<file path="src/rtl/pe_col_drain.sv">
// Drain sequencer for one systolic column: MM partial-sum drain and FP result packing into an output FIFO.
// Optional performance counters are enabled by defining PE_COL_DRAIN_PERF_CNT_EN.
module pe_col_drain #(
  parameter int ROWS       = 8,
  parameter int FIFO_DEPTH = 16,
  parameter int CAP_LAT    = 1
) (
  input  logic        clk,
  input  logic        rst,
  input  logic [1:0]  mode_sel_in,
  input  logic        drain_start,
  input  logic [47:0] bottom_in,
  input  logic        fp_valid_in,
  input  logic        fp_last_in,
  output logic        fp_ready_out,
  output logic        sys_buf_en_out,
  output logic        psu_clr_out,
  output logic        busy,
  output logic        out_valid,
  input  logic        out_ready,
  output logic [31:0] out_data,
  output logic        out_last,
  output logic        ovf_sticky,
  output logic [2:0]  o_dbg_state
`ifdef PE_COL_DRAIN_PERF_CNT_EN
  ,
  output logic [31:0] stall_cnt,
  output logic [15:0] drain_cnt
`endif
);

  localparam int AW       = (FIFO_DEPTH > 1) ? $clog2(FIFO_DEPTH) : 1;
  localparam int CW       = $clog2(FIFO_DEPTH + 1);
  localparam int RW       = (ROWS > 1) ? $clog2(ROWS) : 1;
  localparam int TAIL_CYC = (CAP_LAT < 1) ? 1 : CAP_LAT;
  localparam int TW       = (TAIL_CYC > 1) ? $clog2(TAIL_CYC) : 1;

  // Output stream handshake: a word transfers on every cycle where
  // out_valid & out_ready; head data/last hold while out_valid & ~out_ready.
  typedef enum logic [2:0] {
    S_IDLE  = 3'd0,
    S_WAIT  = 3'd1,
    S_DRAIN = 3'd2,
    S_TAIL  = 3'd3,
    S_CLEAR = 3'd4
  } state_t;

  state_t          r_state, w_next;
  logic [RW-1:0]   r_row_cnt;
  logic [RW-1:0]   r_cap_cnt;
  logic [TW-1:0]   r_tail_cnt;
  logic            w_strobe;

  logic [32:0]     r_mem [FIFO_DEPTH];
  logic [AW-1:0]   r_wr_ptr, r_rd_ptr;
  logic [CW-1:0]   r_count;
  logic            w_full, w_space_ok, w_pop, w_wr;
  logic            w_push, w_push_last;
  logic [31:0]     w_push_data;
  logic [32:0]     w_head;

  logic            r_half_vld;
  logic [15:0]     r_half;
  logic            w_fp_acc, w_fp_drop;
  logic            w_unused;

  assign w_unused   = ^{bottom_in[47:32], mode_sel_in[0]};

  assign w_full     = (r_count == CW'(FIFO_DEPTH));
  assign w_space_ok = (r_count <= CW'(FIFO_DEPTH - ROWS));
  assign w_pop      = out_valid & out_ready;
  assign w_wr       = w_push & (~w_full | w_pop);

  assign sys_buf_en_out = (r_state == S_DRAIN);
  assign psu_clr_out    = (r_state == S_CLEAR);
  assign busy           = (r_state != S_IDLE);
  assign o_dbg_state    = r_state;

  assign fp_ready_out = (r_state == S_IDLE) & ~w_full;
  assign w_fp_acc     = mode_sel_in[1] & fp_valid_in & fp_ready_out;
  assign w_fp_drop    = mode_sel_in[1] & fp_valid_in & ~fp_ready_out;

  always_ff @(posedge clk or posedge rst) begin
    if (rst) r_state <= S_IDLE;
    else     r_state <= w_next;
  end

  always_comb begin
    w_next = r_state;
    case (r_state)
      S_IDLE:  if (drain_start && !mode_sel_in[1]) w_next = w_space_ok ? S_DRAIN : S_WAIT;
      S_WAIT:  if (w_space_ok) w_next = S_DRAIN;
      S_DRAIN: if (r_row_cnt == RW'(ROWS - 1)) w_next = S_TAIL;
      S_TAIL:  if (r_tail_cnt == TW'(TAIL_CYC - 1)) w_next = S_CLEAR;
      S_CLEAR: w_next = S_IDLE;
      default: w_next = S_IDLE;
    endcase
  end

  always_ff @(posedge clk or posedge rst) begin
    if (rst) begin
      r_row_cnt  <= '0;
      r_tail_cnt <= '0;
    end else begin
      r_row_cnt  <= (r_state == S_DRAIN) ? r_row_cnt + RW'(1) : '0;
      r_tail_cnt <= (r_state == S_TAIL) ? r_tail_cnt + TW'(1) : '0;
    end
  end

  // Capture strobe: the shift enable delayed by the PE output latency.
  generate
    if (CAP_LAT == 0) begin : g_nolat
      assign w_strobe = sys_buf_en_out;
    end else begin : g_lat
      logic r_dly [CAP_LAT];
      always_ff @(posedge clk or posedge rst) begin
        if (rst) begin
          for (int i = 0; i < CAP_LAT; i++) r_dly[i] <= 1'b0;
        end else begin
          r_dly[0] <= sys_buf_en_out;
          for (int i = 1; i < CAP_LAT; i++) r_dly[i] <= r_dly[i-1];
        end
      end
      assign w_strobe = r_dly[CAP_LAT-1];
    end
  endgenerate

  always_ff @(posedge clk or posedge rst) begin
    if (rst) begin
      r_cap_cnt <= '0;
    end else if (w_strobe) begin
      r_cap_cnt <= (r_cap_cnt == RW'(ROWS - 1)) ? '0 : r_cap_cnt + RW'(1);
    end
  end

  always_comb begin
    w_push      = 1'b0;
    w_push_data = '0;
    w_push_last = 1'b0;
    if (w_strobe) begin
      w_push      = 1'b1;
      w_push_data = bottom_in[31:0];
      w_push_last = (r_cap_cnt == RW'(ROWS - 1));
    end else if (w_fp_acc) begin
      if (r_half_vld) begin
        w_push      = 1'b1;
        w_push_data = {bottom_in[15:0], r_half};
        w_push_last = fp_last_in;
      end else if (fp_last_in) begin
        w_push      = 1'b1;
        w_push_data = {16'h0000, bottom_in[15:0]};
        w_push_last = 1'b1;
      end
    end
  end

  always_ff @(posedge clk or posedge rst) begin
    if (rst) begin
      r_half_vld <= 1'b0;
      r_half     <= '0;
      ovf_sticky <= 1'b0;
    end else begin
      if (w_fp_acc) begin
        if (r_half_vld) begin
          r_half_vld <= 1'b0;
        end else if (!fp_last_in) begin
          r_half_vld <= 1'b1;
          r_half     <= bottom_in[15:0];
        end
      end
      if (w_fp_drop) ovf_sticky <= 1'b1;
    end
  end

  // FIFO storage carries no reset; the head is masked to zero while empty.
  always_ff @(posedge clk) begin
    if (w_wr) r_mem[r_wr_ptr] <= {w_push_last, w_push_data};
  end

  always_ff @(posedge clk or posedge rst) begin
    if (rst) begin
      r_wr_ptr <= '0;
      r_rd_ptr <= '0;
      r_count  <= '0;
    end else begin
      if (w_wr)  r_wr_ptr <= r_wr_ptr + AW'(1);
      if (w_pop) r_rd_ptr <= r_rd_ptr + AW'(1);
      if (w_wr && !w_pop)      r_count <= r_count + CW'(1);
      else if (!w_wr && w_pop) r_count <= r_count - CW'(1);
    end
  end

  assign out_valid = (r_count != '0);
  assign w_head    = r_mem[r_rd_ptr];
  assign out_data  = out_valid ? w_head[31:0] : '0;
  assign out_last  = out_valid ? w_head[32] : 1'b0;

`ifdef PE_COL_DRAIN_PERF_CNT_EN
  always_ff @(posedge clk or posedge rst) begin
    if (rst) begin
      stall_cnt <= '0;
      drain_cnt <= '0;
    end else begin
      if (out_valid && !out_ready && stall_cnt != 32'hFFFF_FFFF) stall_cnt <= stall_cnt + 32'd1;
      if (r_state == S_CLEAR) drain_cnt <= drain_cnt + 16'd1;
    end
  end
`endif

endmodule

</file>
<file path="config.mk">
export PLATFORM = sky130hd
export DESIGN_NAME = pe_col_drain
export DESIGN_NICKNAME = d
export VERILOG_FILES = /design/src/rtl/pe_col_drain.sv
export SDC_FILE = /design/constraint.sdc
export NUM_CORES = 1
export LEC_CHECK = 0
export ABC_AREA = 1
export CORE_ASPECT_RATIO = 0.5
export CORE_MARGIN = 2
export CORE_UTILIZATION = 38
export DETAILED_ROUTE_END_ITERATION = 8
export SLEW_MARGIN = 40
export SYNTH_ARGS = -nofsm -noshare
export SYNTH_HDL_FRONTEND = slang
export SYNTH_SLANG_ARGS = --single-unit
export TNS_END_PERCENT = 100
</file>
<file path="constraint.sdc">
create_clock -name clk -period 8.35 [get_ports clk]
set_input_delay 2.505 -clock clk [delete_from_list [all_inputs] [get_ports clk]]
set_output_delay 2.505 -clock clk [all_outputs]
set_load 0.01 [all_outputs]
</file>
# After elaboration in Yosys (flattened, before gate mapping)
# Memory sizes are Yosys's and may differ from the RTL's.
# Index checks and enable logic that the tools add are counted.
dict set report totals {
  register_bits 42
  ram_bits 528
  in_bits 56
  out_inout_bits 42
  wordCells 82
  memories 1
}
dict set report classes {
  n_addsub 7
  n_lt_le_gt_ge 1
  n_eq_ne 11
  n_mux 28
  bitwise 11
  n_reduce_logical 12
}
# name words word_bits read_ports rd_clocked_by_memory_dff write_ports line
set mem_list {}
lappend mem_list {r_mem 16 33 1 0 1 54} ;# logic [32:0] r_mem [FIFO_DEPTH];
# cell count
set op_table {}
lappend op_table {{32-bit two-way mux} 4}
lappend op_table {{3-bit two-way mux} 6}
lappend op_table {{16-bit two-way mux} 1}
lappend op_table {{1-bit two-way mux} 13}
lappend op_table {{3-bit case mux with 4 select lines} 1}
lappend op_table {{5-bit two-way mux} 2}
lappend op_table {{3-bit equality test (second input constant)} 3}
lappend op_table {{4-bit by 1-bit adder with 4-bit output (second input constant)} 2}
lappend op_table {{3-bit by 1-bit adder with 3-bit output (second input constant)} 2}
lappend op_table {{1-bit AND} 6}
lappend op_table {{3-bit by 2-bit equality test with 1-bit output (second input constant)} 2}
lappend op_table {{5-bit by 1-bit adder with 5-bit output (second input constant)} 1}
lappend op_table {{5-bit equality test (second input constant)} 1}
lappend op_table {{5-bit by 4-bit <= comparator with 1-bit output (second input constant)} 1}
lappend op_table {{5-bit nonzero test} 1}
lappend op_table {{5-bit by 1-bit subtractor with 5-bit output (second input constant)} 1}
lappend op_table {{2-bit by 1-bit inequality test with 1-bit output (second input constant)} 2}
lappend op_table {{2-bit inequality test (second input constant)} 2}
lappend op_table {{1-bit inverter} 4}
lappend op_table {{4-bit AND reduction} 1}
lappend op_table {{3-bit by 1-bit equality test with 1-bit output (second input constant)} 1}
lappend op_table {{1-bit logical AND} 3}
lappend op_table {{1-bit zero test} 3}
lappend op_table {{3-bit zero test} 1}
lappend op_table {{other kinds (6)} 6}

# Longest topological paths before layout
# Gate-level depths: netlist of run 1.
dict set report depth {
  depth_word 11
  ltp_mapped 19
  ltp_nobuf 18
}

# Worst setup path after synthesis of run 1
# Ideal clock, no wire load.
dict set report synth_timing {
  kind {input to register}
  startpoint {input mode_sel_in[1]}
  endpoint {memory r_mem[12][0], enable pin}
  setup_ps 423
  t_arrival_ps 4527
  required_ps 7927
  setup_slack_ps 3400
  cell_stages 7
  path_cell_list {nand2_1 > inv_1 > nand4_1 > nand2_1 > nand2_1 > buf_2 > nor2_1}
}
dict set report synth_between {
  elab_chain_len 7
}
# element line
set synth_rtl {}
lappend synth_rtl {{start, declared} 10} ;# input logic [1:0] mode_sel_in,
lappend synth_rtl {{1-bit AND (2 in series)} 80} ;# assign w_fp_acc = mode_sel_in[1] & fp_valid_in & fp_ready_out;
lappend synth_rtl {{1-bit two-way mux} 144} ;# end else if (w_fp_acc) begin
lappend synth_rtl {{1-bit two-way mux} 140} ;# if (w_strobe) begin
lappend synth_rtl {{1-bit AND} 72} ;# assign w_wr = w_push & (~w_full | w_pop);
lappend synth_rtl {{1-bit two-way mux} 177} ;# if (w_wr) r_mem[r_wr_ptr] <= {w_push_last, w_push_data};
lappend synth_rtl {{1-bit two-way mux (implied by the code)} 177}
lappend synth_rtl {{end, declared} 54}
# No other way between the ends.

# Final worst setup path of run 1
dict set report layout_timing {
  startpoint {register r_rd_ptr[0]}
  endpoint {output out_data[16]}
}
dict set report layout_between {
  elab_chain_len 2
}
# element line
set layout_rtl {}
lappend layout_rtl {{start, declared} 55} ;# logic [AW-1:0] r_wr_ptr, r_rd_ptr;
lappend layout_rtl {{start signal, assigned} 187} ;# if (w_pop) r_rd_ptr <= r_rd_ptr + AW'(1);
lappend layout_rtl {{memory read 16 x 33 bit} n/a}
lappend layout_rtl {{32-bit two-way mux} 195} ;# assign out_data = out_valid ? w_head[31:0] : '0;
lappend layout_rtl {{end, declared} 21} ;# output logic [31:0] out_data,
# No other way between the ends.

==> results of run 1 <==
[metal layers]
metal | vias to the layer above | share of wire, %
met4 | 0 | 2.7
met3 | 98 | 6.6
met5 | - | 0
met2 | 504 | 48
met1 | 7774 | 43
li1 | 7518 | -
[layout make-up]
type                       instances  share of cell area, %
multi-input combinational       1374                   22.8
timing repair buffer             135                   5.01
sequential                       570                   61.2
clock buffer                      69                   5.36
inverter                          55                  0.837
clock inverter                    34                  0.991
tap                              837                   3.79
[layout by cell type, fill, tap and decap left out, drive strengths merged]
cell           instances
o21ai                 40
bufinv                 4
xnor2                  2
xor2                   6
a32oi                 16
fa                     1
nor3                   3
clkinvlp               3
clkinv                26
clkbuf                69
edfxtp               528
nor2                  33
dfrtp                 42
inv                   56
a21oi                 38
clkdlybuf4s50         80
nand2                790
nand3                426
o22ai                  1
buf                   55
ha                    13
or2                    2
o21bai                 1
nand4                  2
[stage by stage]
step                setup slack [ps]  utilization [%]  area (sq um)  instances  power (uW)
floorplan                       3400                -         24000       2131        6410
global placement                2230             40.9         25600       2961        7800
detailed placement              2430             41.2         25800       2968        7890
CTS                             1780             44.0         27600       3071       10300
global route                    1830             44.1         27600       3074       10900
finish                          2000             44.1         27600       3074       10300
[final timing paths]
kind	slack, ps	cells past startpoint	startpoint	endpoint
setup / recovery	2000	10	r_rd_ptr[0]	out_data[16]
hold / removal	430	1	r_row_cnt[0]	r_row_cnt[0]
setup reg to reg	4870	6	g_lat.r_dly	r_mem[1][9]
hold reg to reg	430	1	r_row_cnt[0]	r_row_cnt[0]
max in group asynchronous	5570	2	rst	r_rd_ptr[1]
min in group asynchronous	2340	2	rst	r_half[7]
[critical path, cell delays in order (launching register included)]
cell,delay (ps)
sky130_fd_sc_hd__dfrtp_4,620
sky130_fd_sc_hd__buf_12,300
sky130_fd_sc_hd__buf_12,390
sky130_fd_sc_hd__buf_16,460
sky130_fd_sc_hd__nand2_1,100
sky130_fd_sc_hd__nand3_1,110
sky130_fd_sc_hd__nand3_1,90
sky130_fd_sc_hd__nand2_1,110
sky130_fd_sc_hd__nand2_1,60
sky130_fd_sc_hd__a21oi_1,330
sky130_fd_sc_hd__clkdlybuf4s50_1,610
[power groups by stage]
stage | combinational [uW] | sequential, uW | clock [uW]
2_1_floorplan | 2520 | 3890 | 0
3_3_place_gp | 3820 | 3980 | 0
3_5_place_dp | 3900 | 3990 | 0
4_1_cts | 3910 | 3930 | 2480
5_1_grt | 4350 | 3930 | 2610
6_report | 3950 | 3900 | 2440
[flip-flops by register name (all words and copies together) (netlist names)]
signal	flops
g_lat.r_dly	1
o_dbg_state	3
ovf_sticky	1
r_cap_cnt	3
r_count	5
r_half	16
r_half_vld	1
r_mem	528
r_rd_ptr	4
r_row_cnt	3
r_tail_cnt	1
r_wr_ptr	4
[cell families (layout without fill, tap and decap cells)]
kind of cell,count (synthesis),in the layout,share of synthesized area [%]
compound gates,96,96,2.52
xor+xnor,8,8,0.292
fa+ha+maj,14,14,0.762
buf+inv,187,293,3.74
flops,570,570,70.5
simple gates,1256,1256,22.2
==> reports/metrics.csv, run 1 <==
stage;metric;value;unit
floorplanning;die height;182;microns
timing;minimum clock period;6350;ps
clocking;clock slew at reported path FFs;60;ps
global_routing;Global Route met1 Usage;25.3;%
layout;register cell area after layout;16900;sq um
yosys;most instantiated library cell after synthesis;sky130_fd_sc_hd__nand2_1;
floorplanning;Die Footprint;65200;sq um
power;Combinational Power Share;38.4;%
status;result of the run;complete, no violations;
yosys;Synth Instances;2131;
power;worst-case vdd ir drop;0.230;mV
clocking;hold-fix buffers at CTS;0;
layout;Layout area overhead;15.3;%
global_routing;pin count of the biggest net entering global routing;147;
global_routing;global routing's busiest layer;met2;
yosys;library cell occupying the most area in the post-synthesis netlist;sky130_fd_sc_hd__edfxtp_1;
layout;ratio of cells with drive above 1 in the final layout;8.54;%
placement;PortBufs;80;
routing;count of unresolved DRC violations after routing;0;
timing;slew at the pin with the worst max-slew slack;796;ps
timing;Slew Limit Fails;0;
clocking;clk_lat worst skew;590;ps
global_routing;initial antenna violation count;0;
clocking;Inserted Clock Buffers;55;
yosys;Synthesized Nets;2201;
global_routing;M2 GR Usage;32.0;%
power;part of the total power dissipated in the clock network;23.8;%
yosys;Warnings, synthesis;0;
floorplanning;horizontal extent of the die;359;microns
critical_path;Setup Crit Path Kind;reg2out;
yosys;cells taking the most area after synthesis;sky130_fd_sc_hd__edfxtp_1 (66%), sky130_fd_sc_hd__nand2_1 (12%), sky130_fd_sc_hd__nand3_1 (8.9%);
power;Power Density;372;nW/um^2
layout;total of fill cells in the finished design;5650;
timing;part of the cycle the worst path needs;76.1;%
routing;routed length per placed instance;20.2;microns
placement;HPWL after detailed placement;32.1;mm
timing;Hold Vio Cnt, Final;0;
global_routing;overall routing resource usage;18.9;%
flow_run;number of max-capacitance violations reported;0;
clocking;number of instances resized during post-cts repair;0;
yosys;netlist area before placement;24000;sq um
floorplanning;Cell Rows;65;
global_routing;vias in the first global route;15500;
timing;total negative setup slack;0;ps
clocking;buffers inserted during post-CTS setup optimization;0;
timing;setup repair after global routing missed its margin;false;
critical_path;endpoint kind of the worst setup timing path;primary output;
critical_path;Worst Path Required;5850;ps
power;static leakage;0.0103;uW
floorplanning;initial core utilization;38.2;%
floorplanning;area of the placeable core;62700;sq um
yosys;share of synthesized area occupied by flip-flops and latches;70.5;%
clocking;CTS Buffer Depth;3;
floorplanning;Boundary Pins;98;
power;switching share of power;38.1;%
critical_path;Max FO, Critical Path;120;
yosys;synth cell count leaders;sky130_fd_sc_hd__nand2_1 (785), sky130_fd_sc_hd__edfxtp_1 (528), sky130_fd_sc_hd__nand3_1 (424), sky130_fd_sc_hd__buf_2 (69), sky130_fd_sc_hd__inv_1 (50);
layout;multi-input gate area in the final layout;6310;sq um
routing;total number of vias;15900;
routing;number of DRC markers in iteration 0;1472;
clocking;count of clock tree sinks;570;
routing;total length of routed wires;62.1;mm
routing;via density per instance;5.17;
yosys;number of distinct library cells after synthesis;35;
global_routing;wire length of the first global-routing pass;93.7;mm
timing;worst relative slew slack;46.8;%
clocking;count of H-tree levels built during CTS;2;
timing;Fin Clk Skew;16.5;ps
timing;upper clock frequency limit;157;MHz
critical_path;startpoint type of the worst setup path;register;
timing;count of endpoints failing setup in the final report;0;
power;sequential power share;37.9;%
yosys;flop and latch count out of synthesis;570;
yosys;Yosys top cell area share;66.1;%
power;switching pwr;3920;uW
critical_path;Arrival @ worst endpoint;3850;ps
layout;antenna diode count;0;
yosys;count of flip-flops with a built-in enable after synthesis;528;
routing;number of nets with antenna violations after detailed routing;0;
min_path;HP Class;reg2reg;
yosys;fraction of registers with async set or reset after synthesis;7.37;%
yosys;top_reg_cell synth;sky130_fd_sc_hd__edfxtp_1;
clocking;TritonCTS clock tree;built;
global_routing;overflow left after global routing;0;
power;Int Pwr;6370;uW
global_routing;M3 GR Usage;2.71;%
layout;fin nets;2261;
clocking;clk root buf;sky130_fd_sc_hd__clkbuf_16;
timing;Post-Route Hold Slack;431;ps
placement;final weighted congestion in routability-driven placement;0.748;
routing;number of iterations in the first detailed-routing pass;6;
yosys;average instance area after synthesis;11.3;sq um
No activity file was read; power rests on OpenSTA's default activity.
==> run 2, diff against run 1 <==
==> constraint.sdc (replaced) <==
create_clock -name clk -period 6.46 [get_ports clk]
set_input_delay 1.938 -clock clk [delete_from_list [all_inputs] [get_ports clk]]
set_output_delay 1.938 -clock clk [all_outputs]
set_load 0.01 [all_outputs]
==> run 2 against run 1 <==
Against the previous run:
- final cell count fell by 0.46%
- sequential power rose by 30%
- clock skew rose by 1.0 ps
- count of clock-buffer cells in the layout rose by 5
- non-clock buffer count did not move
- total power rose by 26%
- die area did not move
- flip-flop and latch count did not move
- clock power rose by 18%
- first-iteration DRC count rose by 19%
- critical endpoint is now out_data[27]
- highest routed layer unchanged
==> reports/metrics.csv, run 2 (synthesis results as in run 1) <==
stage;metric;value;unit
status;result of the run;complete, no violations;
layout;ratio of cells with drive above 1 in the final layout;7.92;%
timing;slew at the pin with the worst max-slew slack;872;ps
power;Combinational Power Share;39.0;%
global_routing;pin count of the biggest net entering global routing;136;
routing;number of nets with antenna violations after detailed routing;0;
critical_path;critical path endpoint;out_data[27];
power;worst-case vdd ir drop;0.301;mV
floorplanning;horizontal extent of the die;359;microns
routing;number of DRC markers in iteration 0;1747;
power;switching share of power;38.3;%
layout;Layout area overhead;14.1;%
clocking;TritonCTS clock tree;built;
floorplanning;area of the placeable core;62700;sq um
critical_path;startpoint type of the worst setup path;register;
placement;PortBufs;80;
timing;count of endpoints failing setup in the final report;0;
timing;worst relative slew slack;41.8;%
timing;upper clock frequency limit;176;MHz
layout;antenna diode count;0;
layout;most flop-heavy register;r_mem;
critical_path;Max FO, Critical Path;60;
clocking;clk root buf;sky130_fd_sc_hd__clkbuf_16;
critical_path;Worst Path Required;4520;ps
global_routing;vias in the first global route;15300;
timing;Post-Route Hold Slack;437;ps
clocking;hold-fix buffers at CTS;0;
clocking;Inserted Clock Buffers;53;
critical_path;FF-to-FF End;r_mem[13][25];
clocking;buffers inserted during post-CTS setup optimization;0;
critical_path;Setup Crit Path Kind;reg2out;
layout;registers with the highest flip-flop counts;r_mem: 528 flops, r_half: 16 flops, r_count: 5 flops;
routing;total length of routed wires;60.7;mm
placement;HPWL after detailed placement;31.7;mm
power;sequential power share;39.0;%
critical_path;flop2flop setup slack;2980;ps
routing;total number of vias;15900;
timing;part of the cycle the worst path needs;88.1;%
critical_path;r2r worst-path depth;7;
critical_path;Worst setup startpoint;r_rd_ptr[1];
routing;routed length per placed instance;19.8;microns
timing;Fin Clk Skew;17.5;ps
layout;leading cell type in the layout, fill and taps excluded;sky130_fd_sc_hd__nand2_1;
timing;total negative setup slack;0;ps
floorplanning;Cell Rows;65;
global_routing;initial antenna violation count;0;
power;Int Pwr;8030;uW
critical_path;critical register-to-register path startpoint;g_lat.r_dly;
layout;multi-input gate area in the final layout;6330;sq um
floorplanning;Die Footprint;65200;sq um
timing;minimum clock period;5690;ps
power;static leakage;0.0101;uW
placement;final weighted congestion in routability-driven placement;0.754;
clocking;CTS Buffer Depth;3;
layout;highest-count cells in the layout ignoring fill and taps;sky130_fd_sc_hd__nand2_1 (784), sky130_fd_sc_hd__edfxtp_1 (528), sky130_fd_sc_hd__nand3_1 (424), sky130_fd_sc_hd__clkdlybuf4s50_1 (80), sky130_fd_sc_hd__clkbuf_16 (54);
floorplanning;initial core utilization;38.2;%
power;Power Density;475;nW/um^2
timing;Slew Limit Fails;0;
routing;count of unresolved DRC violations after routing;0;
critical_path;Arrival @ worst endpoint;3750;ps
clocking;clk_lat worst skew;590;ps
min_path;HP Class;reg2reg;
floorplanning;die height;182;microns
global_routing;wire length of the first global-routing pass;92.3;mm
global_routing;overflow left after global routing;0;
timing;setup repair after global routing missed its margin;false;
clocking;count of H-tree levels built during CTS;2;
flow_run;number of max-capacitance violations reported;0;
routing;via density per instance;5.19;
layout;max reg flops;528;
clocking;count of clock tree sinks;570;
power;switching pwr;4980;uW
clocking;clock slew at reported path FFs;60;ps
timing;Hold Vio Cnt, Final;0;
layout;total of fill cells in the finished design;5698;
power;part of the total power dissipated in the clock network;22.1;%
floorplanning;Boundary Pins;98;
layout;register cell area after layout;16900;sq um
clocking;number of instances resized during post-cts repair;0;
critical_path;endpoint kind of the worst setup timing path;primary output;
global_routing;overall routing resource usage;18.5;%
routing;number of iterations in the first detailed-routing pass;5;
layout;fin nets;2259;
-- run 2: final cells by class --
| type | count | area share, % |
|---|---|---|
| flip-flops and latches | 570 | 61.8 |
| multi-input cells | 1374 | 23.1 |
| clock buffers | 74 | 5.21 |
| repair buffers | 135 | 4.81 |
| well taps | 837 | 3.83 |
| inverters | 55 | 0.819 |
| clock inverters | 15 | 0.366 |
-- run 2: routing by layer --
layer / vias to the layer above / part of all wire, % / global-route usage, %
met5: - / 0 / 0
met4: 0 / 2.4 / 5.08
met3: 95 / 6.7 / 2.43
li1: 7507 / - / -
met2: 514 / 47 / 30.6
met1: 7754 / 44 / 25.7
-- run 2: worst min-delay path by stage --
stage                            start      endpoint  slack (ps)  cells past startpoint
after floorplan           r_row_cnt[0]  r_row_cnt[0]         410                      1
after global placement    r_row_cnt[0]  r_row_cnt[0]         420                      1
after detailed placement  r_row_cnt[0]  r_row_cnt[0]         430                      1
after CTS                 r_row_cnt[0]  r_row_cnt[0]         440                      1
after global routing      r_row_cnt[0]  r_row_cnt[0]         470                      1
final                     r_row_cnt[0]  r_row_cnt[0]         440                      1
-- run 2: worst max-delay path: stages, from the launching register on --
cell and delay, ps:
sky130_fd_sc_hd__dfrtp_4 980, sky130_fd_sc_hd__inv_4 450, sky130_fd_sc_hd__buf_4 370, sky130_fd_sc_hd__nand3_1 120
sky130_fd_sc_hd__nand3_1 100, sky130_fd_sc_hd__nand2_1 100, sky130_fd_sc_hd__nand2_1 60, sky130_fd_sc_hd__a21oi_1 350
sky130_fd_sc_hd__clkdlybuf4s50_1 610
-- run 2: power groups by stage --
stage / registers (uW) / logic [uW] / clock network (uW)
after detailed placement: 5150 / 5090 / 0
after CTS: 5070 / 5110 / 2910
after global routing: 5120 / 5630 / 3060
after global placement: 5130 / 5030 / 0
final: 5070 / 5070 / 2870
after floorplan: 5030 / 3260 / 0
-- run 2: stage by stage --
step                      area (sq um)  worst slack, ps  std cells  utilization [%]  total power, uW
after global routing             27400              627       3060             43.6            13800
final                            27400              769       3060             43.6            13000
after CTS                        27300              747       3060             43.6            13100
after floorplan                  24000             2080       2131                -             8280
after global placement           25800             1380       2970             41.1            10200
after detailed placement         25800             1380       2971             41.2            10200
==> run 3, diff against run 2 <==
--- a/config.mk
+++ b/config.mk
@@ -6,6 +6,7 @@
 export NUM_CORES = 1
 export LEC_CHECK = 0
 export ABC_AREA = 1
+export ABC_CLOCK_PERIOD_IN_PS = 6460
 export CORE_ASPECT_RATIO = 0.5
 export CORE_MARGIN = 2
 export CORE_UTILIZATION = 38
@@ -14,4 +15,4 @@
 export SYNTH_ARGS = -nofsm -noshare
 export SYNTH_HDL_FRONTEND = slang
 export SYNTH_SLANG_ARGS = --single-unit
-export TNS_END_PERCENT = 100
+export TNS_END_PERCENT = 1
==> results of run 3 <==
Final layout, timing and power as in run 2 (identical DEF).
